==> src/rtl/mux_defs.vh <==
// Shared mode encodings for the round-robin / fixed-select channel mux.
`ifndef MUX_DEFS_VH
`define MUX_DEFS_VH

`define MUX_MODE_RR    1'b0
`define MUX_MODE_FIXED 1'b1

`endif

==> src/rtl/rr_mux_pkg.sv <==
// Package for rr_mux: mode encodings taken from the shared header.
package rr_mux_pkg;

`include "mux_defs.vh"

    localparam logic MODE_RR    = `MUX_MODE_RR;
    localparam logic MODE_FIXED = `MUX_MODE_FIXED;

endpackage

==> src/rtl/rr_arbiter.sv <==
// Rotating-priority request scanner.
// The scan starts at ptr and wraps through N-1 back to 0.
// The result is purely combinational.
module rr_arbiter #(
    parameter  int N     = 4,
    localparam int SEL_W = $clog2(N)
) (
    input  logic [N-1:0]     req,
    input  logic [SEL_W-1:0] ptr,
    output logic             grant,
    output logic [SEL_W-1:0] grant_idx
);

    int w_idx;

    // Walk the scan order backwards so the earliest hit in rotation order wins.
    always_comb begin
        grant     = 1'b0;
        grant_idx = '0;
        w_idx     = 0;
        for (int k = N - 1; k >= 0; k--) begin
            w_idx = int'(ptr) + k;
            if (w_idx >= N) begin
                w_idx = w_idx - N;
            end
            if (req[w_idx]) begin
                grant     = 1'b1;
                grant_idx = SEL_W'(w_idx);
            end
        end
    end

endmodule

==> src/rtl/rr_mux.sv <==
// N-channel to one registered mux.
// In round-robin mode, channels are arbitrated by a rotating pointer.
// In fixed mode, the channel given by sel is forwarded.
// The output register is a single-entry stage; it refills in the same cycle it drains.
module rr_mux
    import rr_mux_pkg::*;
#(
    parameter  int WIDTH = 32,
    parameter  int N     = 4,
    localparam int SEL_W = $clog2(N)
) (
    input  logic               clk,
    input  logic               rst_n,
    input  logic [N*WIDTH-1:0] in_data,
    input  logic [N-1:0]       in_valid,
    output logic [N-1:0]       in_ready,
    input  logic               mode,
    input  logic [SEL_W-1:0]   sel,
    output logic [WIDTH-1:0]   out_data,
    output logic               out_valid,
    output logic [SEL_W-1:0]   out_ch,
    input  logic               out_ready
);

    // Valid/ready: a beat moves on a channel in any cycle where in_valid[i] and
    // in_ready[i] are both high at the rising edge. It moves on the output in any
    // cycle where out_valid and out_ready are both high. Valid never waits on ready.

    logic [SEL_W-1:0] r_ptr;
    logic [WIDTH-1:0] r_out_data;
    logic [SEL_W-1:0] r_out_ch;
    logic             r_out_valid;

    logic             w_load;
    logic             w_rr_grant;
    logic [SEL_W-1:0] w_rr_idx;
    logic             w_fixed_grant;
    logic             w_grant;
    logic [SEL_W-1:0] w_grant_idx;
    logic [WIDTH-1:0] w_sel_data;

    assign w_load = !r_out_valid || out_ready;

    rr_arbiter #(.N(N)) u_arb (
        .req       (in_valid),
        .ptr       (r_ptr),
        .grant     (w_rr_grant),
        .grant_idx (w_rr_idx)
    );

    // Fixed-mode grant. An out-of-range sel simply matches no channel.
    always_comb begin
        w_fixed_grant = 1'b0;
        for (int i = 0; i < N; i++) begin
            if ((sel == SEL_W'(i)) && in_valid[i]) begin
                w_fixed_grant = 1'b1;
            end
        end
    end

    assign w_grant     = (mode == MODE_FIXED) ? w_fixed_grant : w_rr_grant;
    assign w_grant_idx = (mode == MODE_FIXED) ? sel : w_rr_idx;

    // Pick the granted channel's data and drive the one-hot ready.
    // Ready is held low while in reset.
    always_comb begin
        w_sel_data = '0;
        in_ready   = '0;
        for (int i = 0; i < N; i++) begin
            if (w_grant_idx == SEL_W'(i)) begin
                w_sel_data  = in_data[i*WIDTH +: WIDTH];
                in_ready[i] = rst_n && w_load && w_grant;
            end
        end
    end

    // Output register and rotation pointer.
    // Only round-robin transfers advance the pointer.
    always_ff @(posedge clk or negedge rst_n) begin
        if (!rst_n) begin
            r_ptr       <= '0;
            r_out_data  <= '0;
            r_out_ch    <= '0;
            r_out_valid <= 1'b0;
        end else if (w_load) begin
            if (w_grant) begin
                r_out_data  <= w_sel_data;
                r_out_ch    <= w_grant_idx;
                r_out_valid <= 1'b1;
                if (mode == MODE_RR) begin
                    r_ptr <= (w_grant_idx == SEL_W'(N - 1)) ? '0 : w_grant_idx + 1'b1;
                end
            end else begin
                r_out_valid <= 1'b0;
            end
        end
    end

    assign out_data  = r_out_data;
    assign out_ch    = r_out_ch;
    assign out_valid = r_out_valid;

endmodule
==> config.mk <==
export PLATFORM = sky130hd
export DESIGN_NAME = rr_mux
export DESIGN_NICKNAME = d
export VERILOG_FILES = /design/src/rtl/rr_mux_pkg.sv /design/src/rtl/rr_arbiter.sv /design/src/rtl/rr_mux.sv
export VERILOG_INCLUDE_DIRS = /design/src /design/src/rtl
export SDC_FILE = /design/constraint.sdc
export NUM_CORES = 1
export LEC_CHECK = 0
export ABC_AREA = 1
export CORE_UTILIZATION = 38
export CTS_CLUSTER_DIAMETER = 30
export CTS_CLUSTER_SIZE = 14
export DETAILED_ROUTE_END_ITERATION = 16
export PLACE_DENSITY = 0.82
export SETUP_SLACK_MARGIN = 0.15
export SYNTH_ARGS = -nofsm -noshare
export SYNTH_HDL_FRONTEND = slang
export SYNTH_SLANG_ARGS = --single-unit
==> constraint.sdc <==
create_clock -name clk -period 3.2 [get_ports clk]
set_input_delay 0.48 -clock clk [delete_from_list [all_inputs] [get_ports clk]]
set_output_delay 0.48 -clock clk [all_outputs]
set_load 0.02 [all_outputs]
==> flow_metrics.env <==
export IMPL_status="complete, no violations"
export IMPL_maxSlewViolCount=0
export IMPL_grt_pass1_vias=3285
export IMPL_first_iter_violations=117
export IMPL_cts_sinks=37
export IMPL_fp_row_count=31
export IMPL_ys_ff_latch=37
export IMPL_core_area_mm2=0.00729
export IMPL_power_per_cell_area_mw_per_mm2=826
export IMPL_track_usage=0.239
export IMPL_post_dp_hpwl_mm=7.32
export IMPL_wirelength_mm=10.4
export IMPL_critPathSlowestCell="clkdlybuf4s50_1"
export IMPL_worstPathMaxFanout=3
export IMPL_initial_core_util=0.395
export IMPL_combPwrFrac=0.690
export IMPL_die_area_mm2=0.00794
export IMPL_power_leakage_nw=2.31
export IMPL_clk_latency_ns=0.29
export IMPL_syn_mean_instance_area_um2=7.03
export IMPL_routabilityCongestion=0.853
export IMPL_cts_setup_buffers=0
export IMPL_path_cells="clkdlybuf4s50_1 > inv_1 > nand2_1 > nand3_1 > nand2_1 > nand3_2 > nand2_1 > nand2_1 > nand3_2 > nand2_2 > inv_1 > ha_1 > inv_2 > nor2_1 > buf_4"
export IMPL_cp_required_ns=2.72
export IMPL_syn_inst=410
export IMPL_finalSetupViolCount=0
export IMPL_die_h_um=89.1
export IMPL_grt_overflow=0
export IMPL_ant_nets=0
export IMPL_p_int_w=0.00219
export IMPL_die_width_um=89.1
export IMPL_timing_final_crit_share=0.901
export IMPL_ys_seq_area_frac=0.321
export IMPL_r2r_end="out_data[15]$_DFFE_PN0P_"
export IMPL_portBuffers=176
export IMPL_syn_nets=552
export IMPL_layout_setup_ws_ns=0.315
export IMPL_crit_top_cell="nand2_1"
export IMPL_post_route_drc_count=0
export IMPL_relSlewSlack=0.606
export IMPL_area_growth_syn_to_layout_pct=70.7
export IMPL_post_place_ws_ns=-0.199
export IMPL_criticalPathCategory="input pin to primary output"
export IMPL_power_share_switching=0.462
export IMPL_worst_slew_pin_slew_ns=0.591
export IMPL_mostFrequentLayoutCells="188 x nand2_1, 171 x clkdlybuf4s50_1, 36 x dfrtp_1"
export IMPL_startpoint_type="input pin"
export IMPL_drive_gt1_frac=0.135
export IMPL_p_sw_w=0.00188
export IMPL_synth_area_mm2=0.00288
export IMPL_grt_max_degree=38
export IMPL_irDropWorstVdd_mv=0.526
export IMPL_postCtsHoldBufs=0
export IMPL_fin_crit_ns=2.88
export IMPL_clk_path_buf_depth=2
export IMPL_ctsRootBufferMaster="clkbuf_8"
export IMPL_crit_family="buffers and inverters"
export IMPL_clock_skew_final_ns=0.00787
export IMPL_final_nets=725
export IMPL_cts_buffers=5
export IMPL_viasPerCell=5.13
export IMPL_hold_viol=0
export IMPL_grt_antenna_before_repair=1
export IMPL_path_clk_slew_ns=0.08
export IMPL_max_freq_mhz=347
export IMPL_htreeDepth=2
export IMPL_worst_r2r_cell_count=19
export IMPL_clock_power_share=0.105
export IMPL_reg2reg_slack_ns=0.46
export IMPL_cap_violations=0
export IMPL_arrival_ns=2.40
export IMPL_grt_pass1_wl_mm=14.7
export IMPL_rr_startpoint="r_ptr[0]$_DFFE_PN0P_"
export IMPL_avgRoutedWirePerCell_um=15.2
export IMPL_end_kind="primary output"
export IMPL_pin_count=177
export IMPL_cts_tree="built"
export IMPL_crit_path_max_incr_delay_ns=0.48
export IMPL_final_util=0.675
export IMPL_min_path_type="input pin to async pin"
export IMPL_power_frac_seq=0.204
export IMPL_rsz0062_at_grt="true"
export IMPL_yosys_warnings=0
export IMPL_ys_types=28
export IMPL_crit_buf_inv=5
export IMPL_first_pass_iters=4
export IMPL_layout_commonest_cell="nand2_1"
export IMPL_num_vias=3507
[worst reg2reg max path, stage by stage, from the launching register on]
cell and delay (ns):
dfrtp_2 0.52, inv_2 0.10, nand2_1 0.11, nand3_1 0.11
nand2_1 0.10, nand3_2 0.08, nand3_1 0.11, nand3_2 0.11
nand2_2 0.11, inv_1 0.09, ha_4 0.20, buf_12 0.16
nor2_4 0.21, clkbuf_16 0.22, nand2_1 0.07, nand2_1 0.05
o21ai_0 0.07, nand2_1 0.09, o211ai_2 0.09, nand2_1 0.09
[sequential cells by signal (all words and copies together) (netlist names)]
| name | cells |
|---|---|
| out_ch | 2 |
| out_data | 32 |
| out_valid | 1 |
| r_ptr | 2 |
[timing repair]
action / 4_1_cts / 5_1_grt
pin swaps: 0 / 2
endpoints found under the setup margin: 14 / 36
resized for setup: 7 / 25
cloned: 0 / 3
[metrics by stage]
| stage | cells | hold WS (ns) | TNS (ns) | area [um^2] | total power (W) |
|---|---|---|---|---|---|
| after floorplan | 410 | 0.184 | 0 | 2880 | 0.00249 |
| after global placement | 672 | 0.461 | -0.124 | 4680 | 0.00336 |
| after detailed placement | 672 | 0.464 | -5.00 | 4680 | 0.00345 |
| after CTS | 680 | 0.279 | 0 | 4800 | 0.00389 |
| after global routing | 683 | 0.299 | 0 | 4920 | 0.00438 |
| final | 684 | 0.255 | 0 | 4920 | 0.00406 |
[kinds of logic after synthesis]
logic type	after synthesis	share of synthesized area
buffers and inverters	45	0.0960
AOI/OAI and AO/OA	108	0.267
DFF	37	0.321
and+or+nand+nor	215	0.296
xor gates and xnor gates	1	0.00304
adders and majority gates	4	0.0174
[per-layer routing]
| layer | wire length (um) | GRT usage | vias up |
|---|---|---|---|
| li1 | - | - | 1695 |
| met1 | 3990 | 0.265 | 1624 |
| met2 | 5280 | 0.444 | 166 |
| met3 | 921 | 0.0637 | 22 |
| met4 | 218 | 0.0750 | 0 |
| met5 | 0 | 0 | - |
[worst max path at each step]
stage | start | end | slack [ns] | cells after the start
2_1_floorplan | in_valid[3] | in_ready[1] | 0.46 | 13
3_3_place_gp | in_valid[3] | in_ready[1] | -0.04 | 13
3_5_place_dp | in_valid[3] | out_data[12]$_DFFE_PN0P_ | -0.20 | 20
4_1_cts | in_valid[2] | in_ready[3] | 0.12 | 15
5_1_grt | in_valid[1] | in_ready[3] | 0.14 | 15
6_report | in_valid[1] | in_ready[3] | 0.32 | 15
[power by group through the flow]
stage | logic (W) | registers (W) | clock network (W)
floorplan | 0.00143 | 0.00106 | 0
global placement | 0.00254 | 0.000820 | 0
detailed placement | 0.00262 | 0.000829 | 0
CTS | 0.00263 | 0.000824 | 0.000436
global route | 0.00308 | 0.000857 | 0.000451
finish | 0.00281 | 0.000830 | 0.000428
[Yosys cell counts (all sizes together)]
cell | instances | share of area
xnor2 | 1 | 0.0030
inv | 16 | 0.022
nor2 | 10 | 0.016
buf | 16 | 0.057
a21oi | 35 | 0.062
nand2 | 193 | 0.25
and2 | 1 | 0.0022
nand3 | 10 | 0.023
or2 | 1 | 0.0022
o211ai | 33 | 0.13
dfrtp | 37 | 0.32
o21ai | 39 | 0.069
ha | 4 | 0.017
clkbuf | 13 | 0.017
o21bai | 1 | 0.0026
[layout make-up]
| type | instances | area [um^2] |
|---|---|---|
| clock inverter | 1 | 30.0 |
| clock buffer | 7 | 86.3 |
| tap | 99 | 124 |
| antenna | 1 | 2.50 |
| sequential | 37 | 927 |
| inverter | 16 | 62.6 |
| fill | 637 | 2370 |
| timing repair buffer | 195 | 1970 |
| multi-input combinational | 328 | 1720 |
(Power assumes the default switching activity.)
